**src/rtl/jogo_genius_param_if.sv**
```systemverilog
// rtl/jogo_genius_param_if.sv - player-side signal bundle of the memory game
interface jogo_genius_param_if #(
    parameter int N_BOTOES = 4
);
    logic                iniciar;
    logic                modo;
    logic [N_BOTOES-1:0] chaves;
    logic                pronto;
    logic                acertou;
    logic                errou;
    logic                timeout;
    logic [N_BOTOES-1:0] leds;

    modport master (
        output iniciar, modo, chaves,
        input  pronto, acertou, errou, timeout, leds
    );

    modport slave (
        input  iniciar, modo, chaves,
        output pronto, acertou, errou, timeout, leds
    );
endinterface

```
**src/rtl/jogo_genius_param.sv**
```systemverilog
// rtl/jogo_genius_param.sv - parameterised Genius/Simon sequence game with optional play timeout
module jogo_genius_param #(
    parameter int N_BOTOES     = 4,
    parameter int PROFUNDIDADE = 16,
    parameter logic [PROFUNDIDADE*N_BOTOES-1:0] SEQUENCIA = 64'h4188_4422_1124_8421,
    parameter int TIMEOUT      = 0,
    localparam int ADDR_W      = (PROFUNDIDADE > 1) ? $clog2(PROFUNDIDADE) : 1
) (
    input  logic              clock,
    input  logic              reset,
    jogo_genius_param_if.slave bus,
    output logic [3:0]        db_estado,
    output logic [ADDR_W-1:0] db_endereco,
    output logic [ADDR_W-1:0] db_rodada,
    output logic              db_igual,
    output logic              db_tem_jogada
);
    localparam int TW = (TIMEOUT > 0) ? $clog2(TIMEOUT + 1) : 1;
    localparam logic [ADDR_W-1:0] ULTIMO       = ADDR_W'(PROFUNDIDADE - 1);
    localparam logic [TW-1:0]     TIMER_LIMITE = TW'((TIMEOUT > 0) ? TIMEOUT - 1 : 0);

    typedef enum logic [3:0] {
        INICIAL     = 4'h0,
        PREPARA     = 4'h1,
        ESPERA      = 4'h2,
        COMPARA     = 4'h3,
        PROXIMA     = 4'h4,
        PROX_RODADA = 4'h5,
        FIM_ACERTO  = 4'hA,
        FIM_ERRO    = 4'hE,
        FIM_TIMEOUT = 4'hF
    } estado_t;

    estado_t             estado;
    estado_t             proximo;
    logic [N_BOTOES-1:0] chaves_r;
    logic [N_BOTOES-1:0] jogada;
    logic [N_BOTOES-1:0] esperado;
    logic [ADDR_W-1:0]   endereco;
    logic [ADDR_W-1:0]   rodada;
    logic [TW-1:0]       timer;
    logic                tem_jogada;
    logic                igual;
    logic                estourou;

    assign tem_jogada = (bus.chaves != '0) && (chaves_r == '0);
    assign esperado   = SEQUENCIA[endereco*N_BOTOES +: N_BOTOES];
    // A multi-hot play must lose even if the stored element were multi-hot.
    assign igual      = (jogada == esperado) && (jogada != '0)
                        && ((jogada & (jogada - N_BOTOES'(1))) == '0);
    assign estourou   = (TIMEOUT > 0) && (timer == TIMER_LIMITE);

    always_comb begin
        proximo = estado;
        case (estado)
            INICIAL:     if (bus.iniciar) proximo = PREPARA;
            PREPARA:     proximo = ESPERA;
            ESPERA: begin
                if (tem_jogada)    proximo = COMPARA;
                else if (estourou) proximo = FIM_TIMEOUT;
            end
            COMPARA: begin
                if (!igual)                 proximo = FIM_ERRO;
                else if (endereco < rodada) proximo = PROXIMA;
                else if (rodada == ULTIMO)  proximo = FIM_ACERTO;
                else                        proximo = PROX_RODADA;
            end
            PROXIMA, PROX_RODADA: proximo = ESPERA;
            FIM_ACERTO, FIM_ERRO, FIM_TIMEOUT: if (bus.iniciar) proximo = PREPARA;
            default:     proximo = INICIAL;
        endcase
    end

    always_ff @(posedge clock) begin
        if (reset) estado <= INICIAL;
        else       estado <= proximo;
    end

    always_ff @(posedge clock) begin
        if (reset) begin
            chaves_r <= '0;
            jogada   <= '0;
            endereco <= '0;
            rodada   <= '0;
            timer    <= '0;
        end else begin
            chaves_r <= bus.chaves;
            case (estado)
                PREPARA: begin
                    endereco <= '0;
                    jogada   <= '0;
                    timer    <= '0;
                    rodada   <= bus.modo ? '0 : ULTIMO;
                end
                ESPERA: begin
                    if (tem_jogada)      jogada <= bus.chaves;
                    else if (timer != '1) timer <= timer + TW'(1);
                end
                PROXIMA: begin
                    endereco <= endereco + ADDR_W'(1);
                    timer    <= '0;
                end
                PROX_RODADA: begin
                    rodada   <= rodada + ADDR_W'(1);
                    endereco <= '0;
                    timer    <= '0;
                end
                default: ;
            endcase
        end
    end

    assign bus.pronto   = (estado == FIM_ACERTO) || (estado == FIM_ERRO) || (estado == FIM_TIMEOUT);
    assign bus.acertou  = (estado == FIM_ACERTO);
    assign bus.errou    = (estado == FIM_ERRO) || (estado == FIM_TIMEOUT);
    assign bus.timeout  = (estado == FIM_TIMEOUT);
    assign bus.leds     = jogada;
    assign db_estado     = estado;
    assign db_endereco   = endereco;
    assign db_rodada     = rodada;
    assign db_igual      = igual;
    assign db_tem_jogada = tem_jogada;
endmodule

```
**src/flat_wrapper.sv**
```systemverilog
// flat-port wrapper written by rule: the top's interface ports become plain ports
module jogo_genius_param_flat 
#(
    parameter int N_BOTOES     = 4,
    parameter int PROFUNDIDADE = 16,
    parameter logic [PROFUNDIDADE*N_BOTOES-1:0] SEQUENCIA = 64'h4188_4422_1124_8421,
    parameter int TIMEOUT      = 0,
    localparam int ADDR_W      = (PROFUNDIDADE > 1) ? $clog2(PROFUNDIDADE) : 1
)
  (clock, reset, db_estado, db_endereco, db_rodada, db_igual, db_tem_jogada, bus_iniciar, bus_modo, bus_chaves, bus_pronto, bus_acertou, bus_errou, bus_timeout, bus_leds);
  jogo_genius_param_if #(.N_BOTOES(N_BOTOES)) bus_i ();
  input  logic clock;
  input  logic reset;
  output logic [3:0] db_estado;
  output logic [ADDR_W-1:0] db_endereco;
  output logic [ADDR_W-1:0] db_rodada;
  output logic db_igual;
  output logic db_tem_jogada;
  input wire logic [$bits(bus_i.iniciar)-1:0] bus_iniciar;
  input wire logic [$bits(bus_i.modo)-1:0] bus_modo;
  input wire logic [$bits(bus_i.chaves)-1:0] bus_chaves;
  output wire logic [$bits(bus_i.pronto)-1:0] bus_pronto;
  output wire logic [$bits(bus_i.acertou)-1:0] bus_acertou;
  output wire logic [$bits(bus_i.errou)-1:0] bus_errou;
  output wire logic [$bits(bus_i.timeout)-1:0] bus_timeout;
  output wire logic [$bits(bus_i.leds)-1:0] bus_leds;
  assign bus_i.iniciar = bus_iniciar;
  assign bus_i.modo = bus_modo;
  assign bus_i.chaves = bus_chaves;
  assign bus_pronto = bus_i.pronto;
  assign bus_acertou = bus_i.acertou;
  assign bus_errou = bus_i.errou;
  assign bus_timeout = bus_i.timeout;
  assign bus_leds = bus_i.leds;
  jogo_genius_param #(.N_BOTOES(N_BOTOES), .PROFUNDIDADE(PROFUNDIDADE), .SEQUENCIA(SEQUENCIA), .TIMEOUT(TIMEOUT)) u_core (.clock(clock), .reset(reset), .bus(bus_i), .db_estado(db_estado), .db_endereco(db_endereco), .db_rodada(db_rodada), .db_igual(db_igual), .db_tem_jogada(db_tem_jogada));
endmodule
```
**config.mk**
```make
export PLATFORM = sky130hd
export DESIGN_NAME = jogo_genius_param_flat
export DESIGN_NICKNAME = d
export VERILOG_FILES = /design/src/rtl/jogo_genius_param_if.sv /design/src/rtl/jogo_genius_param.sv /design/src/flat_wrapper.sv
export SDC_FILE = /design/constraint.sdc
export NUM_CORES = 1
export LEC_CHECK = 0
export ABC_AREA = 1
export ABC_CLOCK_PERIOD_IN_PS = 1900
export CAP_MARGIN = 10
export CELL_PAD_IN_SITES_DETAIL_PLACEMENT = 1
export CELL_PAD_IN_SITES_GLOBAL_PLACEMENT = 1
export CORE_MARGIN = 5
export CORE_UTILIZATION = 33
export CTS_BUF_LIST = sky130_fd_sc_hd__clkbuf_8
export CTS_CLUSTER_DIAMETER = 50
export DETAILED_ROUTE_END_ITERATION = 16
export PLACE_DENSITY_LB_ADDON = 0.1
export RECOVER_POWER = 25
export SLEW_MARGIN = 20
export SYNTH_ARGS = -nofsm -noshare
export SYNTH_HDL_FRONTEND = slang
export SYNTH_SLANG_ARGS = --single-unit
export TNS_END_PERCENT = 30
```
**constraint.sdc**
```tcl
create_clock -name clock -period 1.9 [get_ports clock]
set_input_delay 0.57 -clock clock [delete_from_list [all_inputs] [get_ports clock]]
set_output_delay 0.57 -clock clock [all_outputs]
set_load 0.02 [all_outputs]
```
# After elaboration in Yosys (flattened, before gate mapping)
# Index checks and enable logic that the tools add are counted.
# Widths: inputs -> output; s select.
[classes]
addsub = 3
n_mul = 0
div = 0
magnitude_cmp = 1
n_eq_ne = 12
shift = 1
n_mux = 11
n_bitwise = 1
n_reduce_logical = 19
[ops]
columns = ["op", "count"]
rows = [
  ["$shiftx 64x7->4 const A", 1],
  ["$mux 4", 7],
  ["$pmux 4 s2", 3],
  ["$eq 4x4->1 const B", 4],
  ["$pmux 4 s4", 1],
  ["$logic_not 4->1", 3],
  ["$add 4x1->4 const B", 2],
  ["$eq 4x2->1 const B", 2],
  ["$eq 4x3->1 const B", 2],
  ["$reduce_bool 4->1", 2],
  ["$reduce_bool 2->1", 3],
  ["$and 4x4->4", 1],
  ["$eq 4x1->1 const B", 1],
  ["$eq 4x4->1", 1],
  ["$lt 4x4->1", 1],
  ["$reduce_and 2->1", 2],
  ["$reduce_or 4->1", 1],
  ["$sub 4x1->4 const B", 1],
  ["$logic_and 1x1->1", 3],
  ["$logic_or 1x1->1", 3],
  ["$reduce_or 3->1", 1],
  ["$ne 2x1->1 const B", 1],
  ["$ne 2x2->1 const B", 1],
  ["$reduce_or 2->1", 1],
]
[word_totals]
ff_bits = 20
latchBits = 0
mem_bits_rw = 0
romBits = 0
in_bits = 8
output_inout_bits = 22
word_cells = 53
mem_count = 0

# Depth between registers and ports, before layout
# Gate-level depths: netlist (run 1).
[depth]
word_depth = 6
mapped_depth = 14
mapped_depth_nobuf = 14

# Least setup slack after synthesis (run 1)
# No wires, ideal clock.
[synth_path]
path_type = "register to output"
from = "register u_core.endereco[1], in the netlist u_core.db_endereco[1]"
to = "output port db_igual"
arrival_time_ns = 1.581
required_ns = 1.330
slack_ns = -0.251
path_stages_with_launch = 9
path_buffers = 0
cell_sequence = "dfxtp_1 -> inv_2 -> ha_1 -> or2_2 -> nand3_1 -> nor2_1 -> nor2_2 -> nand2_2 -> inv_1"
[synth_between]
elab_chain_len = 4
[synth_rtl]
columns = ["item", "line", "source"]
rows = [
  ["start, declared", "jogo_genius_param.sv:39", "logic [ADDR_W-1:0] endereco;"],
  ["start signal, assigned", "jogo_genius_param.sv:100", "endereco <= endereco + ADDR_W'(1);"],
  ["$shiftx 64x7->4", "jogo_genius_param.sv:47", "assign esperado = SEQUENCIA[endereco*N_BOTOES +: N_BOTOES];"],
  ["$eq 4x4->1", "jogo_genius_param.sv:49", "assign igual = (jogada == esperado) && (jogada != '0)"],
  ["$logic_and 1x1->1", "jogo_genius_param.sv:49", ""],
  ["$logic_and 1x1->1", "jogo_genius_param.sv:50", "&& ((jogada & (jogada - N_BOTOES'(1))) == '0);"],
  ["end, declared", "flat_wrapper.sv:17", "output logic db_igual;"],
]
# Every way passes these cells.

# Final worst setup path (run 1)
[layout_path]
from = "register u_core.endereco[0], in the netlist u_core.db_endereco[0]"
to = "output port db_igual"
# The elaborated chain is that of the path after synthesis.

==> results of run 1 <==
-- synth_stat cells (all sizes together) --
master  number  area share (%)
o21bai       1            0.56
nand2       49              15
nand3       12             5.2
ha           9             8.4
o21ai        7             2.9
a211oi       7             3.9
nor4         3             1.4
nor2        25             8.7
o211ai       1            0.56
clkbuf       3            0.93
a31o         1             1.3
inv         35             9.8
a21oi       16             6.2
dfxtp       20              30
nor3         5             2.7
o22ai        1            0.47
or2          2            0.93
buf          1            0.84
a221oi       1            0.65
-- area by class of cell --
type	instances	area share (%)
Clock buffer	3	2.02
Inverter	35	6.54
Sequential cell	20	20.0
Multi-Input combinational cell	140	41.5
Timing Repair Buffer	71	26.7
Clock inverter	1	0.183
Tap cell	50	3.06
-- sequential cells by signal (all words and copies together) (netlist names) --
register	count
u_core.bus.leds	4
u_core.chaves_r	4
u_core.db_endereco	4
u_core.db_estado	4
u_core.db_rodada	4
-- worst min path at each step --
stage / startpoint / endpoint / slack, ns / cells past startpoint
floorplan: u_core.db_endereco[1] / u_core.db_endereco[1] / 0.56 / 2
global placement: u_core.db_rodada[1] / u_core.db_rodada[1] / 0.53 / 2
detailed placement: u_core.db_rodada[1] / u_core.db_rodada[1] / 0.56 / 2
CTS: u_core.db_rodada[2] / u_core.db_rodada[2] / 0.57 / 2
global route: u_core.db_rodada[1] / u_core.db_rodada[1] / 0.62 / 2
finish: u_core.db_rodada[1] / u_core.db_rodada[1] / 0.56 / 2
-- per-layer routing --
layer	share of wire [%]	up-vias	global-route usage, %
met3	2.4	2	3.15
met5	0	-	0
met1	44	715	19.3
met2	53	17	31.3
li1	-	786	-
met4	0.52	0	3.62
-- power breakdown --
part           leakage (nW)  total, mW  internal, mW  switching (mW)
combinational         0.806       1.42         0.608           0.808
sequential            0.166      0.604         0.516          0.0872
clock                0.0269      0.290         0.144           0.146
total                 0.999       2.31          1.27            1.04
-- kinds of logic after synthesis --
group	Yosys count	synth area share, %
simple gates	96	33.7
fa+ha+maj	9	8.38
buf+inv	39	11.5
flops	20	29.8
compound gates	35	16.6
-- timing repair --
item	in CTS	in global routing
setup endpoints to repair	18	13
pin swaps	8	5
resized for setup	49	11
buffers inserted	4	2
-- per-stage QoR --
stage	std cells	TNS, ns
6_report	320	-0.405
2_1_floorplan	199	0
3_3_place_gp	310	-2.40
5_1_grt	320	-1.23
4_1_cts	318	-0.371
3_5_place_dp	310	-3.00
-- worst max-delay path: cells and delay by family, from the launching register on --
kind            cells  cell delay [ns]
simple gates        3             0.40
buf+inv             3             0.20
flops               1             0.39
fa+ha+maj           2             0.27
compound gates      1             0.18
==> reports/metrics.yaml, run 1 <==
ys_seq_area_share_pct: 29.8
r2r_slack_ns: 0
num-fill-cells: 510
syn_inst: 199
setup.worst_path.end_class: "output port"
antenna_found_initial: 0
io_pins: 30
rows: 23
grt_overflow: 0
ant_nets: 0
post_dp_cell_area_um2: 1950
start_util_pct: 33.8
cts_hold_buf: 0
startpoint: "u_core.db_endereco[0]"
crit_path_top_delay_cell: "dfxtp_4"
pwr_density_cell_nw_per_um2: 1130
ys_seq_elements: 20
multi_input_area_um2: 848
max_freq_mhz: 441
nets: 288
clk_latency_ns: 0.26
violations: "setup timing"
p_total_mw: 2.31
die_width_um: 73.8
ff2ff_path_depth: 14
utilization_pct: 51.5
num_vias: 1520
via_per_inst: 4.75
die_h_um: 73.8
syn2layout_area_growth_pct: 52.2
io_buffers: 29
drive_above_1_share_pct: 34.1
rsz0062_at_grt: "yes"
path_class: "reg -> out"
cts.reportedPaths.clkPinSlew_ns: 0.08
finalSetupViolCount: 3
dr.pass1.iters: 4
wl_um: 4240
syn_area_per_cell_um2: 6.75
grt_max_degree: 18
status: "complete, but fails checks"
cts_root_buf: "clkbuf_8"
setup.worst_path.end: "db_igual"
htreeDepth: 1
start_kind: "register"
post-dp-hpwl_um: 3440
tightest_slew_ns: 0.857
final_max_slew_viol_count: 0
wl_per_cell_um: 13.3
whs_ns: 0.557
clockBufferDepth: 2
cpPeakStageDelay_ns: 0.39
skew_ns: 0.00194
netlist_area_um2: 1340
cp.required_ns: 1.33
synth.distinct_cells: 29
crit-reg2reg-launch: "u_core.db_endereco[1]"
syn_nets: 216
worstReg2RegEnd: "u_core.db_estado[1]"
post-route-cell-area_um2: 2050
cts_tree: "done"
diodes: 0
final-hold-violation-count: 0
finalWorstSetupSlack_ns: -0.369
gp_congestion: 0.789
cp_cell_sequence: "ha_4 -> ha_4 -> inv_2 -> o211ai_1 -> nand3_1 -> nor2_4 -> nand2_2 -> inv_2 -> buf_6"
layout_common_cells: "41 x nand2_1, 41 x buf_4, 26 x inv_1"
cts_buffers: 3
cts_num_sinks: 20
min_period_ns: 2.27
grt_pass1_vias: 1591
grt_pass1_wl_um: 7100
post-place-ws_ns: -0.722
hold_path_class: "reg -> reg"
drt_iter0_drc: 38
slew_headroom_pct: 42.9
drc: 0
max_cap_viol_count: 0
p_leak_nw: 0.999
grt_usage_pct: 16.7
critPathArrivalTime_ns: 1.70
synth_warnings: 0
dieArea_um2: 5450
worst-path-max-fanout: 4
vdd_drop_max_v: 0.000573
finalCritPeriodShare_pct: 119
regArea_um2: 409
core-area_um2: 3970
Power figures use the tool's default switching activity.
==> inputs of run 2 (changes only) <==
CAP_MARGIN = unset   (was 10)
==> results of run 2 <==
Final layout, timing and power as in run 1 (identical DEF).
==> inputs of run 3 (changes only) <==
CORE_MARGIN = unset   (was 5)
==> reports/metrics.yaml, run 3 (synthesis gave the netlist of run 1 again) <==
dieArea_um2: 4330
cp.required_ns: 1.33
max_cap_viol_count: 0
final_max_slew_viol_count: 0
vdd_drop_max_v: 0.000506
gp_congestion: 0.788
worst-path-max-fanout: 4
p_leak_nw: 1.07
drt_iter0_drc: 44
final-hold-violation-count: 0
crit-reg2reg-launch: "u_core.db_endereco[0]"
cts_buffers: 3
violations: "setup timing"
critPathArrivalTime_ns: 1.72
finalWorstSetupSlack_ns: -0.395
setup.worst_path.end_class: "output port"
start_util_pct: 35.6
finalCritPeriodShare_pct: 121
cts.reportedPaths.clkPinSlew_ns: 0.08
rows: 22
ant_nets: 0
wl_um: 5080
max_freq_mhz: 436
tns_ns: -0.994
antenna_found_initial: 0
clockBufferDepth: 2
clk_latency_ns: 0.26
whs_ns: 0.553
regArea_um2: 413
cts_tree: "done"
hp-start: "u_core.db_rodada[1]"
dr.pass1.iters: 4
htreeDepth: 1
tightest_slew_ns: 0.437
rsz0062_at_grt: "yes"
num_vias: 1625
nets: 296
post-dp-hpwl_um: 3330
startpoint: "u_core.db_endereco[0]"
grt_pass1_wl_um: 7850
status: "complete, but fails checks"
drive_above_1_share_pct: 40.6
post-place-ws_ns: -0.810
die_h_um: 65.8
post-route-cell-area_um2: 2230
multi_input_area_um2: 907
cts_num_sinks: 20
via_per_inst: 4.98
syn2layout_area_growth_pct: 66.1
start_kind: "register"
grt_pass1_vias: 1716
slew_headroom_pct: 70.6
p_total_mw: 2.79
path_class: "reg -> out"
io_buffers: 29
die_width_um: 65.8
diodes: 0
cts_root_buf: "clkbuf_8"
num-fill-cells: 487
post_dp_cell_area_um2: 2010
skew_ns: 0.00311
layout_common_cells: "45 x buf_4, 40 x nand2_1, 25 x inv_1"
io_pins: 30
hold_path_class: "reg -> reg"
grt_overflow: 0
grt_usage_pct: 23.9
core-area_um2: 3770
min_period_ns: 2.29
layout_commonest_cell: "buf_4"
grt_max_degree: 18
drc: 0
wl_per_cell_um: 15.6
pwr_density_cell_nw_per_um2: 1250
finalSetupViolCount: 4
run 3: cell types whose count changed in the layout (fill, tap and decap cells not counted), moves of 3 or more:
cell             change
buf_4                +4
clkbuf_1             -4
clkdlybuf4s50_1      +6
dfxtp_1              -3
dfxtp_2              +3
dlygate4sd2_1        -3
run 3: final cells by class:
cell class / count / share of cell area [%]
Multi-Input combinational cell: 140 / 40.6
Timing Repair Buffer: 79 / 29.7
Sequential cell: 20 / 18.5
Inverter: 35 / 6.00
Tap cell: 48 / 2.69
Clock buffer: 4 / 2.47
run 3: where the power goes:
part           internal (mW)  leakage [nW]  switching [mW]
logic                  0.873         0.871           0.959
clock network          0.184        0.0288           0.148
registers              0.519         0.168           0.101
total                   1.58          1.07            1.21
run 3: worst paths after layout:
check | depth (start not counted) | end | slack [ns]
setup reg to reg | 16 | u_core.db_estado[0] | -0.30
setup / recovery | 11 | db_igual | -0.39
hold / removal | 2 | u_core.db_rodada[1] | 0.55
hold reg to reg | 2 | u_core.db_rodada[1] | 0.55
run 3: metrics by stage:
| step | utilization [%] | instances |
|---|---|---|
| final | 59.2 | 326 |
| after global routing | 59.2 | 326 |
| after CTS | 58.1 | 325 |
| after detailed placement | 53.2 | 312 |
| after global placement | 53.2 | 312 |
| after floorplan | - | 199 |
run 3: timing repair:
item                                    in CTS  in global routing
resized for setup                           56                 13
hold buffers                                 0                  0
setup buffers                                9                  1
pin swaps                                   10                  4
endpoints found under the setup margin      16                  9
run 3: routing by layer:
metal  wire length [um]  up-vias  GRT usage (%)
met1               2030      776           26.0
met3                160       12           2.76
met4                147        0           9.24
li1                   -      799              -
met2               2740       38           46.0
met5                  0        -              0
run 3: worst max-delay path: stages (launching register included):
cell	delay, ns
dfxtp_4	0.37
inv_2	0.08
ha_2	0.20
nand2_1	0.09
nand2_2	0.10
nand3_4	0.09
nand2_1	0.08
nand2_1	0.07
nor2_2	0.13
nand2_2	0.08
inv_2	0.06
buf_6	0.11
